==> config.mk <==
export PLATFORM = sky130hd
export DESIGN_NAME = layer46_train_sequencer
export DESIGN_NICKNAME = d
export VERILOG_FILES = /design/src/rtl/layer46_train_sequencer.sv
export SDC_FILE = /design/constraint.sdc
export NUM_CORES = 1
export LEC_CHECK = 0
export ABC_AREA = 1
export BUFFER_PORTS_ARGS = -buffer_cell sky130_fd_sc_hd__buf_2
export CORE_AREA = 4 4 410 412
export CTS_CLUSTER_DIAMETER = 30
export CTS_CLUSTER_SIZE = 20
export DETAILED_ROUTE_END_ITERATION = 10
export DIE_AREA = 0 0 414 416
export PLACE_DENSITY = 0.51
export SLEW_MARGIN = 20
export SYNTH_ARGS = -nofsm -noshare
export SYNTH_HDL_FRONTEND = slang
export SYNTH_SLANG_ARGS = --single-unit
==> constraint.sdc <==
create_clock -name clock -period 6.8 [get_ports clock]
set_clock_uncertainty 0.05 [all_clocks]
set_input_delay 1.36 -clock clock [delete_from_list [all_inputs] [get_ports clock]]
set_output_delay 1.36 -clock clock [all_outputs]
set_load 0.01 [all_outputs]
==> src/rtl/layer46_train_sequencer.sv <==
// Sequences one sample through a 46-neuron learning layer: hands the sample to
// the layer, waits for its outputs to settle, snapshots and scans them for the
// argmax, builds the blended expected_out vector, optionally pulses learn, then
// reports the predicted class and keeps saturating accuracy counters.
module layer46_train_sequencer #(
  parameter int N          = 16,
  parameter int M          = 46,
  parameter int SETTLE_CYC = 4,
  parameter int RATE_SHIFT = 2,
  parameter int CW         = 16,
  parameter int DW         = 8,
  parameter int LW         = $clog2(M)
) (
  input  logic              clock,
  input  logic              reset_n,
  input  logic              s_valid,
  output logic              s_ready,
  input  logic [N*DW-1:0]   s_in,
  input  logic [LW-1:0]     s_label,
  input  logic              s_train,
  output logic [N*DW-1:0]   l_in,
  output logic              l_valid,
  output logic              l_learn,
  input  logic [M*DW-1:0]   l_out,
  output logic [M*DW-1:0]   l_expected_out,
  output logic              r_valid,
  output logic [LW-1:0]     r_class,
  output logic              r_correct,
  input  logic              clear_stats,
  output logic [CW-1:0]     sample_count,
  output logic [CW-1:0]     correct_count
);

  localparam int CNTW = (SETTLE_CYC > 1) ? $clog2(SETTLE_CYC) : 1;

  typedef enum logic [2:0] {IDLE, SETTLE, SCAN, LEARN, REPORT} state_t;

  state_t                 state_q, state_d;
  logic [CNTW-1:0]        cnt_q, cnt_d;
  logic [LW-1:0]          idx_q, idx_d;
  logic [LW-1:0]          label_q, label_d;
  logic                   train_q, train_d;
  logic [LW-1:0]          best_idx_q, best_idx_d;
  logic [DW-1:0]          best_val_q, best_val_d;
  logic [LW-1:0]          r_class_q, r_class_d;
  logic                   r_correct_q, r_correct_d;
  logic [N*DW-1:0]        l_in_q, l_in_d;
  logic [M-1:0][DW-1:0]   snap_q, snap_d;
  logic [M-1:0][DW-1:0]   exp_q, exp_d;
  logic [CW-1:0]          sample_cnt_q, sample_cnt_d;
  logic [CW-1:0]          correct_cnt_q, correct_cnt_d;

  logic [DW-1:0]          cur_val;
  logic [DW-1:0]          target;
  logic signed [DW:0]     diff;
  logic signed [DW:0]     blend_step;
  logic signed [DW+1:0]   blend_sum;
  logic [DW-1:0]          blend_val;
  logic                   label_in_range;

  assign label_in_range = ({1'b0, label_q} < (LW+1)'(M));

  // Blend the scanned element toward its one-hot target and clamp to [0, 1.0].
  always_comb begin
    cur_val    = snap_q[idx_q];
    target     = (idx_q == label_q) ? '1 : '0;
    diff       = $signed({1'b0, target}) - $signed({1'b0, cur_val});
    blend_step = diff >>> RATE_SHIFT;
    blend_sum  = $signed({2'b00, cur_val}) + $signed({blend_step[DW], blend_step});
    if (blend_sum[DW+1]) begin
      blend_val = '0;
    end else if (blend_sum[DW]) begin
      blend_val = '1;
    end else begin
      blend_val = blend_sum[DW-1:0];
    end
  end

  // Next-state logic: sample capture, settle countdown, argmax scan, counters.
  always_comb begin
    state_d       = state_q;
    cnt_d         = cnt_q;
    idx_d         = idx_q;
    label_d       = label_q;
    train_d       = train_q;
    best_idx_d    = best_idx_q;
    best_val_d    = best_val_q;
    r_class_d     = r_class_q;
    r_correct_d   = r_correct_q;
    l_in_d        = l_in_q;
    snap_d        = snap_q;
    exp_d         = exp_q;
    sample_cnt_d  = sample_cnt_q;
    correct_cnt_d = correct_cnt_q;

    case (state_q)
      IDLE: begin
        if (s_valid) begin
          l_in_d  = s_in;
          label_d = s_label;
          train_d = s_train;
          cnt_d   = CNTW'(SETTLE_CYC - 1);
          state_d = SETTLE;
        end
      end
      SETTLE: begin
        if (cnt_q == '0) begin
          snap_d     = l_out;
          best_val_d = '0;
          best_idx_d = '0;
          idx_d      = '0;
          state_d    = SCAN;
        end else begin
          cnt_d = cnt_q - CNTW'(1);
        end
      end
      SCAN: begin
        if (cur_val > best_val_q) begin
          best_val_d = cur_val;
          best_idx_d = idx_q;
        end
        exp_d[idx_q] = blend_val;
        if (idx_q == LW'(M - 1)) begin
          state_d = train_q ? LEARN : REPORT;
        end else begin
          idx_d = idx_q + LW'(1);
        end
      end
      LEARN: begin
        state_d = REPORT;
      end
      REPORT: begin
        if (sample_cnt_q != '1) begin
          sample_cnt_d = sample_cnt_q + CW'(1);
        end
        if (r_correct_q && (correct_cnt_q != '1)) begin
          correct_cnt_d = correct_cnt_q + CW'(1);
        end
        state_d = IDLE;
      end
      default: begin
        state_d = IDLE;
      end
    endcase

    if ((state_d == REPORT) && (state_q != REPORT)) begin
      r_class_d   = best_idx_d;
      r_correct_d = (best_idx_d == label_q) && label_in_range;
    end

    if (clear_stats) begin
      sample_cnt_d  = '0;
      correct_cnt_d = '0;
    end
  end

  // State and datapath registers.
  always_ff @(posedge clock or negedge reset_n) begin
    if (!reset_n) begin
      state_q       <= IDLE;
      cnt_q         <= '0;
      idx_q         <= '0;
      label_q       <= '0;
      train_q       <= 1'b0;
      best_idx_q    <= '0;
      best_val_q    <= '0;
      r_class_q     <= '0;
      r_correct_q   <= 1'b0;
      l_in_q        <= '0;
      snap_q        <= '0;
      exp_q         <= '0;
      sample_cnt_q  <= '0;
      correct_cnt_q <= '0;
    end else begin
      state_q       <= state_d;
      cnt_q         <= cnt_d;
      idx_q         <= idx_d;
      label_q       <= label_d;
      train_q       <= train_d;
      best_idx_q    <= best_idx_d;
      best_val_q    <= best_val_d;
      r_class_q     <= r_class_d;
      r_correct_q   <= r_correct_d;
      l_in_q        <= l_in_d;
      snap_q        <= snap_d;
      exp_q         <= exp_d;
      sample_cnt_q  <= sample_cnt_d;
      correct_cnt_q <= correct_cnt_d;
    end
  end

  assign s_ready        = (state_q == IDLE);
  assign l_valid        = (state_q == SETTLE) && (cnt_q == CNTW'(SETTLE_CYC - 1));
  assign l_learn        = (state_q == LEARN);
  assign r_valid        = (state_q == REPORT);
  assign l_in           = l_in_q;
  assign l_expected_out = exp_q;
  assign r_class        = r_class_q;
  assign r_correct      = r_correct_q;
  assign sample_count   = sample_cnt_q;
  assign correct_count  = correct_cnt_q;

endmodule

==> impl.org <==
** Synthesis
- During synthesis, Yosys emitted a total of 0 warnings.
- Counting flops with a built-in enable in the synthesized netlist gives 0.
- Gate count of the mapped netlist :: 4,504
- Nets in the synthesized netlist :: 5,042
- By instance count, the leading cell after synthesis is nand2_1.
- Cell types occupying the most area after synthesis :: dfrtp_1 58%, nand2_1 14%, nand3_1 5.1%
- Primary FF master, synth :: dfrtp_1
- In this run the cell area of the synthesized design comes to 40,260 um2.
- In this run the biggest area consumer among cell types represents between 50% and 60% of the synthesized area.
- The biggest area contributor in the post-synthesis netlist is dfrtp_1.
- Number of storage elements in the synthesis netlist :: 935
- Sorting the synthesized cells by how often they occur yields 1,524 x nand2_1, 935 x dfrtp_1, 454 x inv_1, 411 x nand3_1, 366 x o21ai_0.
- In this run, distinct cell masters in the synthesized netlist total 45.
- Averaged over all synthesized cells, the footprint is slightly below 9 um2.
- For this run, asynchronously set or reset flops after synthesis account for 100.0%.
- Sequential fraction of the synthesis area :: 58.12%

** GRT
- Global-route wire length before repair :: 257.8 mm
- Met3 usage in global routing :: 4.568%
- Initial antenna violation count :: 12
- For this run, the total global-route usage over all layers was measured as 20.20%.
- The layer flagged by global routing as most heavily used is met2.
- For this run the aggregate overflow at the end of global routing stands at 0.
- The number of global-route vias before repair came to roughly 38,000.
- In the global route stage, met2 resource usage came out at ~33%.
- In the global route stage, met1 resource usage came out at 24.76%.
- Maximum number of pins on one net before global-route repair :: ~260

** STA
- Total count of max-transition violations in the final report :: 0
- Total count of hold-check failures in the final report :: 0
- In this run the tightest slew margin relative to its limit is a little under a quarter.
- Total negative setup slack :: 0 ns
- Unrepaired setup endpoints after global routing :: no
- Final worst-path cycle share :: between 90% and 100%
- For the finished layout, the period the worst path requires is ~6.3 ns.
- Setup violations remaining at the end of the flow were counted as 0.
- Worst setup slack after layout :: 0.4679 ns
- WHS :: roughly 0.42 ns
- Maximum clock frequency :: 0.1579 GHz
- Worst Max-Slew Pin Slew :: approximately 1.1 ns

** Detailed routing
- The routed layout has 37,428 vias.
- Count of TritonRoute iterations in the first routing pass :: 6
- For this block, the initial DRC count from the detailed router was 3,472.
- Overall routed net length :: around 180 mm
- For this run, design rule violations remaining after detail routing come to 0.
- The detail route stage leaves a number of antenna-violating nets equal to 0.
- Dividing the detail-routed wire length by the instance count gives 22.34 um.
- Dividing the detail-routed via count by the number of cells gives 4.634.

** Place
- Post-DP HPWL :: between 100 and 150 mm
- The congestion estimate from routability-driven global placement came to between 0.9 and 1.
- Once placement completed, the tool counted placed cells totaling between 7,000 and 8,000.
- In this run the tool buffered the top-level ports with 1,045 buffer cells.
- Pre-CTS setup slack :: 0.1128 ns
- Cell area reported after detailed placement :: 48,180 um2

** Worst hold path
- Classification of the worst-slack hold path :: flop to flop

** Floorplanning
- Area of the die :: roughly 170,000 um2
- Standard-cell row count :: 149
- Starting density of the core :: 24.48%
- Number of I/O pins :: approximately 1,000
- Y dimension of the die :: 416 um
- In this run the standard cell core region covers 164,400 um2.
- The die is 414 um wide.

** Power
- Sw Share :: 25.56%
- For this design the static power due to leakage is 29.57 nW.
- The clock network accounts for 58.7% of the total power.
- Power comes to between 20 and 25 mW.
- Dividing total power by cell area gives a power density of 356.7 nW/um2.
- Sequential cells account for between 30% and 40% of the total power.
- Psw :: approximately 5.2 mW
- VDD IR max :: 242.3 uV
- Logic pwr share :: a little under a tenth
- Power Internal :: 15.14 mW

** Cells and area
- Finished Core Util :: 34.67%
- At the end of the flow, the number of nets in the layout was 6,213.
- Compared with the post-synthesis result, the final layout area differs by 41.60%.
- Cells with a size suffix above 1 make up 29.87% of the layout.
- Count of fill cells added during filler insertion :: 16,947
- After routing the design area is around 57,000 um2.
- The finished layout holds slightly above 8,000 standard cells, fillers aside.
- Summing all multi-input logic gate instances after layout gives 14,120 um2.
- Flip-flop and latch area :: 23,400 um2

** Worst setup path
- STA classifies the critical path endpoint as a flop.
- Startpoint-to-endpoint class of the critical path :: flop to flop
- The largest single stage delay on the critical path is 0.64 ns.
- Most common cell on crit path :: nand2_1
- Of all nets on the critical path, the largest fanout is 22.
- Crit path arrival time :: 6.99 ns
- For this design, the slowest cell found on the critical path is o41ai_2.
- Kind of launch point of the worst setup path :: flop
- For the worst setup path, the data required time is 7.46 ns.

** Clock network
- Counting along the longest clock path gives a buffer depth of 3.
- The clock reaches the later pin of the worst-skew pair after ~0.83 ns.
- The H-tree generated during clock tree synthesis spans 4 levels.
- CTS Root Buffer Type :: clkbuf_16
- TritonCTS built the clock tree.
- Clock transition at path regs :: 0.04 ns
- Clk sinks :: ~940
- Buffers inserted during clock tree synthesis total 241.

** Status
- The run finished with clean final reports.

** Run
- Max-cap violations in this run came to 0.
## final timing paths
| kind | slack [ns] | from | endpoint | depth (start not counted) |
|---|---|---|---|---|
| min | 0.42 | snap_q[249] | snap_q[249] | 2 |
| max | 0.47 | idx_q[0] | l_expected_out[17] | 29 |
| max reg2reg | 0.47 | idx_q[0] | l_expected_out[17] | 29 |
| max in group asynchronous | 4.54 | reset_n | snap_q[38] | 2 |
| min in group asynchronous | 0.56 | reset_n | l_expected_out[195] | 1 |
| min reg2reg | 0.42 | snap_q[249] | snap_q[249] | 2 |
## critical path: cells and delay by family (launching register included)
kind            cells  cell delay, ns
compound gates      6            1.47
xor+xnor            1            0.17
fa+ha+maj           2            0.62
buf+inv             7            1.51
flops               1            0.36
simple gates       13            1.98
## cells by family after synthesis
kind of cell / Yosys count / share of synthesized area, %
adders and majority gates: 31 / 0.9822
and+or+nand+nor: 2117 / 21.58
AOI/OAI and AO/OA: 594 / 8.249
xor gates and xnor gates: 13 / 0.2828
buffers and inverters: 686 / 7.205
muxes: 128 / 3.581
DFF: 935 / 58.12
## cell usage in the layout, fill, tap and decap left out, types with 5 or more instances in the layout
cell,n
nand2_1,1517
o21ai_0,366
nand3_2,7
o21ai_1,5
o41ai_1,28
buf_4,84
nor3_2,8
clkbuf_8,55
nand2_4,9
diode_2,5
clkinv_4,7
clkinv_16,5
inv_1,451
ha_1,30
mux2_2,128
clkinv_2,58
clkinvlp_4,18
clkbuf_1,27
bufinv_16,34
inv_2,8
nor2_1,98
a211oi_1,6
o31ai_1,5
buf_12,18
nand4_1,5
buf_2,1044
a21oi_1,44
xor2_1,9
o22ai_1,119
dfrtp_1,935
clkbuf_16,245
a221oi_1,7
nor3_1,37
nand3_1,411
## what timing repair did
item / in CTS / in global routing
endpoints found under the setup margin: 0 / 368
gates resized for setup: 0 / 16
buffers inserted: 0 / 2
hold buffers: 0 / 0
endpoints found under the hold margin: 0 / 0
## power by group through the flow
stage	combinational [mW]	clock, mW	sequential, mW
6_report	1.95	11.9	6.46
5_1_grt	2.15	12.4	6.49
4_1_cts	1.98	12.1	6.46
3_5_place_dp	1.97	0	6.53
3_3_place_gp	1.95	0	6.53
2_1_floorplan	0.707	0	6.55
## state kept, by name, summed over array words and instances, names as in the netlist, 2 cells and up
register	count
l_expected_out	368
snap_q	368
l_in	128
correct_count	16
sample_count	16
best_val_q	8
best_idx_q	6
idx_q	6
label_q	6
r_class	6
state_q	3
cnt_q	2
## metal layers
layer  wire, um  share of wire [%]
met2      85340                 47
met5         40              0.022
met3      12440                6.9
met1      71750                 40
met4      10870                6.0
## area by class of cell
cell class,count,area share (%)
repair buffers,1150,11.07
inverters,464,3.064
well taps,2189,4.805
diodes,5,0.02195
clock buffers,326,12.22
flip-flops and latches,935,41.05
clock inverters,125,3.009
multi-input cells,2883,24.76
No activity file was read; power rests on OpenSTA's default activity.
